`src/rtl/wbu_busguard.sv`:
```
// Wishbone pipelined bus guard. It passes master/slave traffic through with
// zero added latency, limits the number of outstanding requests, and aborts
// a hung transaction upstream with an error when the watchdog expires.
module wbu_busguard #(
  parameter int AW         = 30,
  parameter int DW         = 32,
  parameter int LGWATCHDOG = 19,
  parameter int LGOUTST    = 4
) (
  input  logic                  i_clk,
  input  logic                  i_reset,
  input  logic [LGWATCHDOG-1:0] i_timeout,
  input  logic                  i_wb_cyc,
  input  logic                  i_wb_stb,
  input  logic                  i_wb_we,
  input  logic [AW-1:0]         i_wb_addr,
  input  logic [DW-1:0]         i_wb_data,
  input  logic [DW/8-1:0]       i_wb_sel,
  output logic                  o_wb_stall,
  output logic                  o_wb_ack,
  output logic                  o_wb_err,
  output logic [DW-1:0]         o_wb_data,
  output logic                  o_s_cyc,
  output logic                  o_s_stb,
  output logic                  o_s_we,
  output logic [AW-1:0]         o_s_addr,
  output logic [DW-1:0]         o_s_data,
  output logic [DW/8-1:0]       o_s_sel,
  input  logic                  i_s_stall,
  input  logic                  i_s_ack,
  input  logic                  i_s_err,
  input  logic [DW-1:0]         i_s_data,
  output logic                  o_timeout,
  output logic [15:0]           o_abort_count,
  output logic [LGOUTST:0]      o_outstanding
);

  typedef enum logic [1:0] {IDLE, BUSY, ABORT, DRAIN} state_t;

  localparam logic [LGOUTST:0] FULL_CNT = {1'b1, {LGOUTST{1'b0}}};

  state_t                state, state_nx;
  logic [LGWATCHDOG-1:0] timer;
  logic [LGOUTST:0]      outst;
  logic [15:0]           abort_cnt;
  logic                  pass, full, accept, response, fire;

  assign pass     = (state == IDLE) || (state == BUSY);
  assign full     = (outst == FULL_CNT);
  assign accept   = o_s_stb && !i_s_stall;
  assign response = i_s_ack || i_s_err;
  // Any bus progress on the expiry cycle wins over the abort.
  assign fire     = (state == BUSY) && i_wb_cyc && (i_timeout != '0)
                    && (timer == i_timeout - LGWATCHDOG'(1))
                    && !accept && !response;

  assign o_s_we        = i_wb_we;
  assign o_s_addr      = i_wb_addr;
  assign o_s_data      = i_wb_data;
  assign o_s_sel       = i_wb_sel;
  assign o_wb_data     = i_s_data;
  assign o_outstanding = outst;
  assign o_abort_count = abort_cnt;

  // Next state and bus-facing outputs; reset drops the downstream cycle immediately.
  always_comb begin
    state_nx   = state;
    o_s_cyc    = 1'b0;
    o_s_stb    = 1'b0;
    o_wb_stall = 1'b1;
    o_wb_ack   = 1'b0;
    o_wb_err   = 1'b0;
    o_timeout  = 1'b0;
    case (state)
      IDLE, BUSY: begin
        o_s_cyc    = i_wb_cyc && !i_reset;
        o_s_stb    = i_wb_stb && !full && !i_reset;
        o_wb_stall = i_s_stall || full;
        o_wb_err   = i_s_err && !i_reset;
        o_wb_ack   = i_s_ack && !i_s_err && !i_reset;
        if (state == IDLE) begin
          if (i_wb_cyc) state_nx = BUSY;
        end else if (!i_wb_cyc) begin
          state_nx = IDLE;
        end else if (fire) begin
          state_nx = ABORT;
        end
      end
      ABORT: begin
        o_wb_err  = !i_reset;
        o_timeout = 1'b1;
        state_nx  = DRAIN;
      end
      DRAIN: begin
        if (!i_wb_cyc) state_nx = IDLE;
      end
      default: state_nx = IDLE;
    endcase
  end

  // State register.
  always_ff @(posedge i_clk) begin
    if (i_reset) state <= IDLE;
    else         state <= state_nx;
  end

  // Outstanding-request counter; forced to zero outside a live passthrough cycle.
  always_ff @(posedge i_clk) begin
    if (i_reset || !pass || !i_wb_cyc || fire)
      outst <= '0;
    else if (accept && !response)
      outst <= outst + (LGOUTST+1)'(1);
    else if (!accept && response && (outst != '0))
      outst <= outst - (LGOUTST+1)'(1);
  end

  // Watchdog timer. While disabled (i_timeout==0) it holds rather than clears,
  // so re-enabling starts the count from the last bus activity.
  always_ff @(posedge i_clk) begin
    if (i_reset || (state != BUSY) || !i_wb_cyc || accept || response || fire)
      timer <= '0;
    else if ((i_timeout != '0) && ((outst != '0) || i_wb_stb))
      timer <= timer + LGWATCHDOG'(1);
  end

  // Saturating abort counter.
  always_ff @(posedge i_clk) begin
    if (i_reset)
      abort_cnt <= '0;
    else if (fire && (abort_cnt != '1))
      abort_cnt <= abort_cnt + 16'd1;
  end

endmodule

```
`config.mk`:
```
export PLATFORM = sky130hd
export DESIGN_NAME = wbu_busguard
export DESIGN_NICKNAME = d
export VERILOG_FILES = /design/src/rtl/wbu_busguard.sv
export SDC_FILE = /design/constraint.sdc
export NUM_CORES = 1
export LEC_CHECK = 0
export BUFFER_PORTS_ARGS = -buffer_cell sky130_fd_sc_hd__buf_2
export CAP_MARGIN = 30
export CORE_UTILIZATION = 35
export DETAILED_ROUTE_END_ITERATION = 7
export GPL_ROUTABILITY_DRIVEN = 1
export PLACE_DENSITY = 0.69
export SYNTH_ARGS = -nofsm -noshare
export SYNTH_HDL_FRONTEND = slang
export SYNTH_SLANG_ARGS = --single-unit
export TNS_END_PERCENT = 10
```
`constraint.sdc`:
```
create_clock -name i_clk -period 5.2 [get_ports i_clk]
set_input_delay 0 -clock i_clk [delete_from_list [all_inputs] [get_ports i_clk]]
set_output_delay 0 -clock i_clk [all_outputs]
set_load 0.03 [all_outputs]
```
Word level (Yosys, flattened, before mapping)
Cells that the tools add are included.

storage, ports and cells
  latch bits = 0
  flip-flop bits (word level) = 42
  memories kept = 0
  logic and storage cells = 76
  memory bits (writable) = 0
  input port bits = 125
  output and inout bits = 126
  memory bits (read-only) = 0

cells by class
  eq/ne operators = 10
  div/mod/pow operators = 0
  multiply operators = 0
  reductions and logical operators = 43
  muxes and demuxes = 14
  add/sub/neg operators = 5
  shifts and indexed selects = 0
  magnitude comparators = 0
  bitwise logic cells = 0

operators by type and width
  cell                                                                    number
  19-bit by 1-bit adder with 19-bit output (second input constant)        1
  19-bit equality test                                                    1
  19-bit nonzero test                                                     1
  19-bit by 1-bit subtractor with 19-bit output (second input constant)   1
  1-bit logical AND                                                       17
  16-bit by 1-bit adder with 16-bit output (second input constant)        1
  16-bit != test (second input constant)                                  1
  1-bit logical OR                                                        12
  2-bit 2-to-1 mux                                                        5
  5-bit 2-to-1 mux                                                        2
  1-bit logical NOT                                                       8
  2-bit case mux with 3 select lines                                      1
  5-bit by 1-bit adder with 5-bit output (second input constant)          1
  5-bit equality test (second input constant)                             1
  1-bit 2-to-1 mux                                                        5
  5-bit nonzero test                                                      1
  5-bit by 1-bit subtractor with 5-bit output (second input constant)     1
  2-bit equality test (second input constant)                             2
  4-bit != test (second input constant)                                   1
  3-bit != test (second input constant)                                   1
  3-bit AND reduction                                                     1
  2-bit by 1-bit equality test with 1-bit output (second input constant)  1
  2-bit logical NOT                                                       1
  2-bit by 1-bit != test with 1-bit output (second input constant)        1
  4 further kinds                                                         4

Depth between registers and ports, before layout
Gate-level depths: netlist of the first run.

  word-level depth = 13
  gate-level depth with buffers = 12
  gate-level depth less buffers = 11

Least setup slack after synthesis of the first run
Ideal clock, no wire load.

  path type = input -> register
  start point = input i_timeout[0]
  end point = register abort_cnt[6] (netlist: o_abort_count[6])
  required time = 5.077 ns
  arrival = 2.740 ns
  library setup time = 0.123 ns
  setup slack = 2.336 ns
  cell stages on the path = 11
  buffers on the path = 2
  cells stage by stage = buf_2 inv_1 ha_1 nor3b_1 nand2_1 or4b_4 a2111oi_4 o2111ai_2 buf_2 nor4_1 mux2_1

on the way
  word-level cells in the longest chain between the ends = 6
  elaborated cells on any way between the ends = 8
  classes of those cells = add/sub: 1; eq/ne: 1; reduce/logical: 6

RTL lines
  element                                                                                      line    text
  from (decl)                                                                                  12      input logic [LGWATCHDOG-1:0] i_timeout,
  19-bit by 1-bit subtractor with 19-bit output / 19-bit nonzero test (equally long branches)  54, 53
  19-bit equality test / 1-bit logical AND (equally long branches)                             54, 53
  1-bit logical AND *                                                                          54      && (timer == i_timeout - LGWATCHDOG'(1))
  1-bit logical AND * (2 in series)                                                            55      && !accept && !response;
  1-bit logical AND *                                                                          130     else if (fire && (abort_cnt != '1))
  to (signal assigned)                                                                         131     abort_cnt <= abort_cnt + 16'd1;
  to (decl)                                                                                    45      logic [15:0] abort_cnt;

Every way passes the cells marked *; elsewhere a longest branch is shown, timed or not.
A chain may end at the register's enable or synchronous reset.

Final worst setup path of the first run
  start point = input i_timeout[0]
  end point = register timer[15]

on the way
  word-level cells in the longest chain between the ends = 6
  elaborated cells on any way between the ends = 9
  classes of those cells = add/sub: 1; eq/ne: 1; reduce/logical: 7

RTL lines
  element                                                                                      line         text
  19-bit by 1-bit subtractor with 19-bit output / 19-bit nonzero test (equally long branches)  54, 53, 122
  19-bit equality test / 1-bit logical AND (equally long branches)                             54, 53
  1-bit logical AND                                                                            54
  1-bit logical AND (2 in series)                                                              55
  1-bit logical OR                                                                             120          if (i_reset || (state != BUSY) || !i_wb_cyc || accept || response || fire)
  to (signal assigned)                                                                         123          timer <= timer + LGWATCHDOG'(1);
  to (decl)                                                                                    43           logic [LGWATCHDOG-1:0] timer;

Parallel ways exist; a longest one is shown, timed or not.

==> results of run 1 <==
-- per-layer routing --
| layer | wire length [µm] | up-vias |
|---|---|---|
| li1 | - | 1373 |
| met1 | 3340 | 1319 |
| met2 | 3970 | 131 |
| met3 | 847 | 26 |
| met4 | 244 | 0 |
| met5 | 0 | - |
-- cell type report --
cell class	count	area, µm²	share of cell area
Multi-Input combinational cell	291	1990	0.585
Clock buffer	7	86.3	0.0254
Clock inverter	1	5.00	0.00147
Timing Repair Buffer	53	268	0.0786
Sequential cell	42	841	0.247
Inverter	11	41.3	0.0121
Tap cell	136	170	0.0500
-- flip-flops by register name, indices dropped and copies added (netlist names) --
name / count
o_outstanding: 5
timer: 19
state: 2
o_abort_count: 16
-- Yosys cell counts (3+ instances only) --
| cell | count |
|---|---|
| clkbuf_1 | 9 |
| o31ai_1 | 6 |
| nor2_1 | 54 |
| ha_1 | 6 |
| dfxtp_1 | 42 |
| buf_4 | 99 |
| and3_1 | 7 |
| nor3b_1 | 3 |
| nand2_1 | 22 |
| nand4_1 | 10 |
| nor3_1 | 9 |
| inv_1 | 11 |
| and2_1 | 3 |
| o21ai_0 | 4 |
| mux2i_1 | 6 |
| nor2b_1 | 15 |
| or4_1 | 8 |
| buf_2 | 5 |
| nand3_1 | 11 |
| a21oi_1 | 7 |
| or3_1 | 8 |
| xor2_1 | 17 |
| xnor2_1 | 28 |
| nor4_1 | 15 |
| mux2_1 | 11 |
-- path summary, 6_finish.rpt --
| check | slack (ns) | to | start | cells after the start |
|---|---|---|---|---|
| hold / removal | 0.00001 | o_s_data[23] | i_wb_data[23] | 0 |
| setup / recovery | 1.63 | timer[15]$_SDFFE_PP0P_ | i_timeout[0] | 10 |
| hold reg to reg | 0.52 | timer[18]$_SDFFE_PP0P_ | timer[18]$_SDFFE_PP0P_ | 2 |
| setup reg to reg | 1.74 | timer[15]$_SDFFE_PP0P_ | o_outstanding[0]$_SDFFE_PP0P_ | 7 |
-- metrics by stage --
step,util,power (mW)
after floorplan,-,0.614
after global placement,0.322,0.514
after detailed placement,0.322,0.517
after CTS,0.331,0.737
after global routing,0.331,0.773
final,0.331,0.729
-- cell families (layout without fill, tap and decap cells) --
| family | count (synthesis) | in the layout | share of synthesized area |
|---|---|---|---|
| simple gates | 180 | 180 | 0.266 |
| buf+inv | 125 | 72 | 0.230 |
| xor+xnor | 45 | 45 | 0.107 |
| flops | 42 | 42 | 0.228 |
| compound gates | 41 | 41 | 0.0894 |
| mux | 18 | 18 | 0.0530 |
| fa+ha+maj | 7 | 7 | 0.0258 |
-- where the power goes --
group / internal [mW] / total (mW) / switching [mW]
Clock: 0.107 / 0.218 / 0.111
Sequential: 0.328 / 0.337 / 0.00890
Combinational: 0.0729 / 0.174 / 0.101
Total: 0.508 / 0.729 / 0.221
==> summary.txt, run 1 <==
Critical path
  • CP max stage delay: a little over 0.9 ns
  • Cell family with the largest share of critical-path delay: simple AND/OR/NAND/NOR gates
  • CP arrival: 3.71 ns
  • Critical path type: input pin to flip-flop
  • Worst setup SP type: input pin
  • Req. time, crit path: 5.34 ns
  • CP bufs+invs: 2
  • CP endpoint kind: flip-flop
  • Worst path cell trace: buf_2, inv_1, ha_1, nor3b_1, nand2_1, or4_1, a221oi_1, nand3_1, o211ai_2, nor2_1
  • Crit-path max FO: 22
  • Crit-path slowest cell: o211ai_2

Synthesis
  • Synthesis-stage register bit count: 42
  • Syn_nets: 590
  • EDFF count, synth: 0
  • Synth Instances: 458
  • YS warnings: 0
  • Yosys top cell area share: 0.228
  • Synth area leaders: dfxtp_1 23%, buf_4 20%, xnor2_1 6.7%
  • Commonest register cell after synthesis: dfxtp_1
  • Asr flop ratio synth: 0
  • Mean cell area of the mapped netlist: 8.04 µm²
  • Area of the mapped netlist: 3680 µm²
  • Dominant cell type by area after synthesis: dfxtp_1
  • Post-synthesis cell type count: 59
  • Sequential area share after synthesis: 0.228

Drt
  • Drt wl/cell: 15.5 µm
  • Via count: 2849
  • Drt initial violations: 216
  • Final wirelength: 8.40 mm
  • Final ANT Viol Nets: 0
  • Via density: 5.27
  • DR pass1 iterations: 6
  • DRC errors left: 0

STA
  • Worst hold slack: 0.00000977 ns
  • Slew Limit Fails: 0
  • TNS Setup: 0 ns
  • Final setup fails: 0
  • Setup slack after layout: 1.63 ns
  • Period utilization: 0.686
  • Worst Max-Slew Pin Slew: 0.978 ns
  • Hold Vio Cnt, Final: 0
  • Fin crit period: 3.57 ns
  • RSZ-0062 raised after global routing: false
  • Relative slew slack: 0.348
  • F_max: ~0.28 GHz
  • Skew final: just under 0.005 ns

CTS
  • CTS resizes: 0
  • Setup repair bufs after CTS: 0
  • CTS sink count: 42
  • Clk_lat worst skew: 0.29 ns
  • Root buffer cell: clkbuf_8
  • Hold Buf Count CTS: 0
  • CTS tree: yes
  • Clock-pin slew on the worst setup and hold paths: approximately 0.080 ns
  • H-tree levels: 2
  • TritonCTS Buffers: 5
  • Bufs on Longest Clock Path: 2

Layout
  • # diodes: 0
  • Synth-to-layout area growth: -7.51%
  • Final #Nets: between 500 and 600
  • # fillers: 1074
  • Post-route cell area: 3400 µm²
  • Ratio of cells with drive above 1 in the final layout: 0.178
  • Commonest cells after routing, fill and taps aside: 54 x nor2_1, 52 x buf_2, 42 x dfxtp_1, 28 x xnor2_1, 22 x nand2_1
  • Non-Filler Instances: 541
  • Most common library cell in the layout ignoring fill and taps: nor2_1

Die
  • Core ar.: around 10000 µm²
  • Die area: 10900 µm²
  • Row Count: 37
  • Die H: approximately 100 µm
  • Initial Util: 0.358
  • Die width: 105 µm
  • IO Pins: 251

Place
  • Pre-CTS WS: 1.39 ns
  • DP HPWL: 6.61 mm
  • Area after DPL: 3310 µm²
  • Dpl cells: 533
  • Routability congestion estimate: 0.869
  • Number of port buffers: 52

Global route
  • M3 GR Usage: 0.0561
  • Global route total overflow: 0
  • GR Util All Layers: 0.149
  • Pin count of the biggest net entering global routing: 35
  • First-pass GRT wire length: 13.1 mm
  • Initial antenna violation count: 0
  • M1 GR Usage: 0.174
  • GR Util met2: 0.240
  • Gr busiest metal: met2
  • Vias in the first global route: 2545

Run status
  • Status: finished, final reports clean

Hold path
  • Hold Path Class: input pin to primary output

Power and ir drop
  • Static Leak: 1.29 nW
  • Peak VDD IR: 0.000137 V
  • Pwr Density: 214 nW/µm²

Job
  • Max Cap Violations: 0
(Power assumes the default switching activity.)
==> run 2: changes to the inputs <==
--- a/config.mk
+++ b/config.mk
@@ -10,7 +10,7 @@
 export CORE_UTILIZATION = 35
 export DETAILED_ROUTE_END_ITERATION = 7
 export GPL_ROUTABILITY_DRIVEN = 1
-export PLACE_DENSITY = 0.69
+export PLACE_DENSITY = 0.72
 export SYNTH_ARGS = -nofsm -noshare
 export SYNTH_HDL_FRONTEND = slang
 export SYNTH_SLANG_ARGS = --single-unit
==> constraint.sdc (replaced) <==
create_clock -name i_clk -period 3.08 [get_ports i_clk]
set_input_delay 0 -clock i_clk [delete_from_list [all_inputs] [get_ports i_clk]]
set_output_delay 0 -clock i_clk [all_outputs]
set_load 0.03 [all_outputs]
==> run 2 against run 1 <==
Against the previous run: cell count rose by 1.8%; routed wire length rose by 5.2%; design area rose by 2.1%; critical path type is now flip-flop to flip-flop; critical endpoint is now o_abort_count[13]$_SDFFE_PP0P_.
==> summary.txt, run 2 (same netlist as run 1, synthesis figures left out) <==
STA
  • Period utilization: 0.931
  • Slew Limit Fails: 0
  • Final setup fails: 0
  • F_max: 0.349 GHz
  • RSZ-0062 raised after global routing: false
  • Worst hold slack: ~0.0000098 ns
  • TNS Setup: 0 ns
  • Hold Vio Cnt, Final: 0
  • Fin crit period: 2.87 ns
  • Worst Max-Slew Pin Slew: 0.837 ns
  • Skew final: just under 0.005 ns
  • Relative slew slack: 0.437
  • Setup slack after layout: 0.214 ns

Critical path
  • CP Launch Point: o_outstanding[1]$_SDFFE_PP0P_
  • Critical Path End: o_abort_count[13]$_SDFFE_PP0P_
  • Cell family with the largest share of critical-path delay: simple AND/OR/NAND/NOR gates
  • R2r endpoint: o_abort_count[13]$_SDFFE_PP0P_
  • CP max stage delay: 0.55 ns
  • Worst setup SP type: flip-flop
  • Req. time, crit path: 3.26 ns
  • Crit-path slowest cell: or4_1
  • CP arrival: 3.04 ns
  • CP bufs+invs: 1
  • Crit-path max FO: 22
  • Worst path cell trace: or4_1, nor2_1, o311ai_0, a2111oi_4, o2111ai_2, buf_4, nor4_1, mux2_1
  • CP endpoint kind: flip-flop
  • WP depth: 8
  • R2R setup slack: 0.21 ns
  • Critical path type: flip-flop to flip-flop
  • R2R Path Start: o_outstanding[1]$_SDFFE_PP0P_
  • Worst r2r path cells: 8

Drt
  • DR pass1 iterations: 4
  • Drt initial violations: ~140
  • Final ANT Viol Nets: 0
  • Via density: 5.34
  • DRC errors left: 0
  • Final wirelength: a little under 9 mm
  • Drt wl/cell: 16.0 µm
  • Via count: 2943

Layout
  • Register with the most flip-flops: timer
  • Commonest cells after routing, fill and taps aside: 54 x nor2_1, 52 x buf_2, 42 x dfxtp_1, 28 x xnor2_1, 22 x nand2_1
  • Final #Nets: approximately 550
  • Most common library cell in the layout ignoring fill and taps: nor2_1
  • Multi-input gate area: 1990 µm²
  • # fillers: 1083
  • Fin util: 0.338
  • Ratio of cells with drive above 1 in the final layout: 0.198
  • Seq. cell area: 841 µm²
  • Synth-to-layout area growth: -5.61%
  • # diodes: 0
  • Max reg flops: 19

Place
  • Pre-CTS WS: ~0.034 ns
  • DP HPWL: between 7 and 8 mm
  • Number of port buffers: 52
  • Routability congestion estimate: 0.892

CTS
  • Bufs on Longest Clock Path: 2
  • CTS resizes: 0
  • CTS tree: yes
  • Setup repair bufs after CTS: 0
  • H-tree levels: 2
  • Root buffer cell: clkbuf_8
  • Clk_lat worst skew: 0.29 ns
  • Hold Buf Count CTS: 0
  • Clock-pin slew on the worst setup and hold paths: ~0.080 ns
  • TritonCTS Buffers: 5
  • CTS sink count: 42

Job
  • Max Cap Violations: 0

Run status
  • Status: finished, final reports clean

Global route
  • GR Util met2: 0.270
  • Initial antenna violation count: 0
  • Pin count of the biggest net entering global routing: 35
  • M1 GR Usage: 0.174
  • Vias in the first global route: around 2800
  • Gr busiest metal: met2
  • GR Util All Layers: 0.157
  • First-pass GRT wire length: 13.8 mm
  • Global route total overflow: 0
  • M3 GR Usage: 0.0536

Power and ir drop
  • Pwr Density: 353 nW/µm²
  • Static Leak: 1.33 nW
  • Peak VDD IR: 0.000271 V
  • Total power: 1.23 mW

Die
  • Initial Util: 0.358
  • Die area: ~11000 µm²
  • Die width: around 100 µm
  • Row Count: 37
  • Core ar.: 10300 µm²
  • Die H: 105 µm
  • IO Pins: 251

Hold path
  • Hold Path Class: input pin to primary output
-- run 2: changes by cell type in the layout (fill, tap and decap cells not counted) --
cell	change
buf_4	+10
clkbuf_8	-1
clkinv_4	+1
-- run 2: cell type report --
type                       count  share of cell area
multi-input combinational    291               0.574
timing repair buffer          63              0.0987
inverter                      11              0.0119
tap                          136              0.0490
clock inverter                 2             0.00396
sequential                    42               0.242
clock buffer                   6              0.0209
-- run 2: how the worst min path moves through the flow --
stage / depth (start not counted) / to / slack (ns) / startpoint
after CTS: 0 / o_s_addr[0] / 0.0002 / i_wb_addr[0]
final: 0 / o_s_data[12] / 0.00001 / i_wb_data[12]
after global routing: 0 / o_s_addr[27] / 0.00004 / i_wb_addr[27]
after floorplan: 1 / o_wb_ack / 0.11 / i_s_err
after detailed placement: 0 / o_s_addr[0] / 0.0002 / i_wb_addr[0]
after global placement: 0 / o_s_addr[0] / 0.0002 / i_wb_addr[0]
-- run 2: layer usage --
metal,up-vias,part of all wire
met3,28,0.090
met5,-,0
met4,0,0.026
li1,1399,-
met1,1382,0.39
met2,134,0.50
-- run 2: power breakdown --
part | internal (mW) | switching (mW) | total, mW
logic | 0.128 | 0.176 | 0.304
clock network | 0.160 | 0.195 | 0.355
registers | 0.554 | 0.0120 | 0.566
total | 0.842 | 0.383 | 1.23
-- run 2: through the flow --
stage | instance area [µm²] | cells
6_report | 3470 | 551
2_1_floorplan | 3680 | 458
4_1_cts | 3470 | 551
3_3_place_gp | 3390 | 543
3_5_place_dp | 3390 | 543
5_1_grt | 3470 | 551
==> run 3: changes to the inputs <==
--- a/config.mk
+++ b/config.mk
@@ -7,10 +7,10 @@
 export LEC_CHECK = 0
 export BUFFER_PORTS_ARGS = -buffer_cell sky130_fd_sc_hd__buf_2
 export CAP_MARGIN = 30
-export CORE_UTILIZATION = 35
+export CORE_UTILIZATION = 39
 export DETAILED_ROUTE_END_ITERATION = 7
 export GPL_ROUTABILITY_DRIVEN = 1
-export PLACE_DENSITY = 0.72
+export PLACE_DENSITY = 0.84
 export SYNTH_ARGS = -nofsm -noshare
 export SYNTH_HDL_FRONTEND = slang
 export SYNTH_SLANG_ARGS = --single-unit
==> run 3 against run 2 <==
Against the previous run: cell count is 5.1% lower; worst setup slack better by 0.076 ns; flip-flop and latch count stayed put; register-to-register slack better by 0.08 ns; utilization is 3.6 points higher; clock skew hardly changed; design area is 0.90% lower; critical path depth stayed put; hold slack hardly changed; die area is 10% lower; global-route usage is 4.0 points higher; clock-buffer cell count is 1 higher; critical path type unchanged; critical endpoint is now o_abort_count[10]$_SDFFE_PP0P_.
==> summary.txt, run 3 (same netlist as run 1, synthesis figures left out) <==
Global route
  • Global route total overflow: 0
  • GR Util All Layers: 0.197
  • Pin count of the biggest net entering global routing: 34
  • Vias in the first global route: 2869
  • First-pass GRT wire length: 15.2 mm
  • Initial antenna violation count: 0

STA
  • F_max: roughly 0.36 GHz
  • Final setup fails: 0
  • Hold Vio Cnt, Final: 0
  • Slew Limit Fails: 0
  • Relative slew slack: 0.479
  • Fin crit period: 2.79 ns
  • Period utilization: 0.906
  • Worst Max-Slew Pin Slew: around 0.77 ns
  • TNS Setup: 0 ns
  • Skew final: between 0.004 and 0.005 ns
  • RSZ-0062 raised after global routing: false
  • Setup slack after layout: approximately 0.29 ns
  • Worst hold slack: around 0.000012 ns

Job
  • Max Cap Violations: 0

CTS
  • CTS sink count: 42
  • CTS resizes: 0
  • Clk_lat worst skew: 0.29 ns
  • Bufs on Longest Clock Path: 2
  • Root buffer cell: clkbuf_8
  • Clock-pin slew on the worst setup and hold paths: ~0.08 ns
  • Setup repair bufs after CTS: 0
  • Hold Buf Count CTS: 0
  • TritonCTS Buffers: 5
  • CTS tree: yes
  • H-tree levels: 2

Drt
  • Via density: 5.61
  • Drt initial violations: 290
  • DRC errors left: 0
  • DR pass1 iterations: 4
  • Via count: between 2000 and 3000
  • Final ANT Viol Nets: 0
  • Final wirelength: 9.91 mm
  • Drt wl/cell: roughly 19 µm

Layout
  • Non-Filler Instances: 523
  • # diodes: 0
  • Synth-to-layout area growth: -6.46%
  • Ratio of cells with drive above 1 in the final layout: 0.192
  • Commonest cells after routing, fill and taps aside: 53 x nor2_1, 52 x buf_2, 42 x dfxtp_1, 28 x xnor2_1, 22 x nand2_1
  • Register with the most flip-flops: timer
  • Final #Nets: ~540
  • Most common library cell in the layout ignoring fill and taps: nor2_1
  • # fillers: between 900 and 1000
  • Max reg flops: 19

Die
  • Row Count: 35
  • Initial Util: 0.400
  • Die area: about 9800 µm²
  • Die width: 99.2 µm
  • IO Pins: 251
  • Core ar.: ~9200 µm²
  • Die H: 99.2 µm

Place
  • Routability congestion estimate: 0.916
  • DP HPWL: a little over 8 mm
  • Dpl cells: just over 500
  • Pre-CTS WS: 0.102 ns
  • Number of port buffers: 52

Critical path
  • CP Launch Point: o_outstanding[0]$_SDFFE_PP0P_
  • Worst setup SP type: flip-flop
  • CP arrival: 2.97 ns
  • Req. time, crit path: 3.26 ns
  • Critical path type: flip-flop to flip-flop
  • Worst r2r path cells: 8
  • R2R setup slack: 0.29 ns
  • CP endpoint kind: flip-flop
  • R2R Path Start: o_outstanding[0]$_SDFFE_PP0P_
  • Critical Path End: o_abort_count[10]$_SDFFE_PP0P_
  • Crit-path max FO: 22
  • R2r endpoint: o_abort_count[10]$_SDFFE_PP0P_

Run status
  • Status: finished, final reports clean

Power and ir drop
  • Static Leak: between 1 and 1.5 nW
  • Pwr Density: 377 nW/µm²
  • Peak VDD IR: 0.000255 V

Hold path
  • Hold Path Class: input pin to primary output
## run 3: changes by cell type in the layout (fill, tap and decap cells not counted), sizes merged
cell / delta
buf: -3
clkinv: -2
bufinv: +1
clkbuf: +1
## run 3: worst min path at each step
stage / end / slack [ns] / start / cells after the start
2_1_floorplan: o_wb_ack / 0.11 / i_s_err / 1
3_3_place_gp: o_s_data[11] / 0.0002 / i_wb_data[11] / 0
3_5_place_dp: o_s_data[11] / 0.0002 / i_wb_data[11] / 0
6_report: o_wb_data[0] / 0.00001 / i_s_data[0] / 0
5_1_grt: o_s_data[4] / 0.00004 / i_wb_data[4] / 0
4_1_cts: o_s_data[11] / 0.0002 / i_wb_data[11] / 0
## run 3: power breakdown
group / total (mW) / leakage (nW) / internal (mW) / switching, mW
clock: 0.431 / 0.0524 / 0.243 / 0.189
sequential: 0.569 / 0.339 / 0.554 / 0.0148
combinational: 0.299 / 0.932 / 0.126 / 0.173
## run 3: layer usage
layer,GRT usage,vias to the layer above,share of wire
met4,0.0667,4,0.018
met3,0.110,24,0.14
met5,0.0769,-,0.011
met2,0.359,161,0.52
li1,-,1391,-
met1,0.182,1355,0.31
## run 3: worst max-delay path: stages, from the launching register on
cell,delay (ns)
dfxtp_1,0.37
or4_1,0.59
nor2_2,0.17
o311ai_1,0.19
a2111oi_4,0.25
o2111ai_2,0.15
buf_4,0.24
nor4_1,0.36
mux2_1,0.36
## run 3: metrics by stage
step	total power, mW	cell area (µm²)	utilization
floorplan	1.04	3680	-
global placement	0.865	3330	0.363
detailed placement	0.876	3330	0.363
CTS	1.30	3440	0.374
global route	1.36	3440	0.374
finish	1.30	3440	0.374
## run 3: layout make-up
| class | count | area, µm² | area share |
|---|---|---|---|
| clock buffers | 7 | 76.3 | 0.0222 |
| well taps | 111 | 139 | 0.0403 |
| inverters | 11 | 41.3 | 0.0120 |
| clock inverters | 1 | 30.0 | 0.00872 |
| repair buffers | 60 | 320 | 0.0930 |
| flip-flops and latches | 42 | 841 | 0.244 |
| multi-input cells | 291 | 2000 | 0.580 |
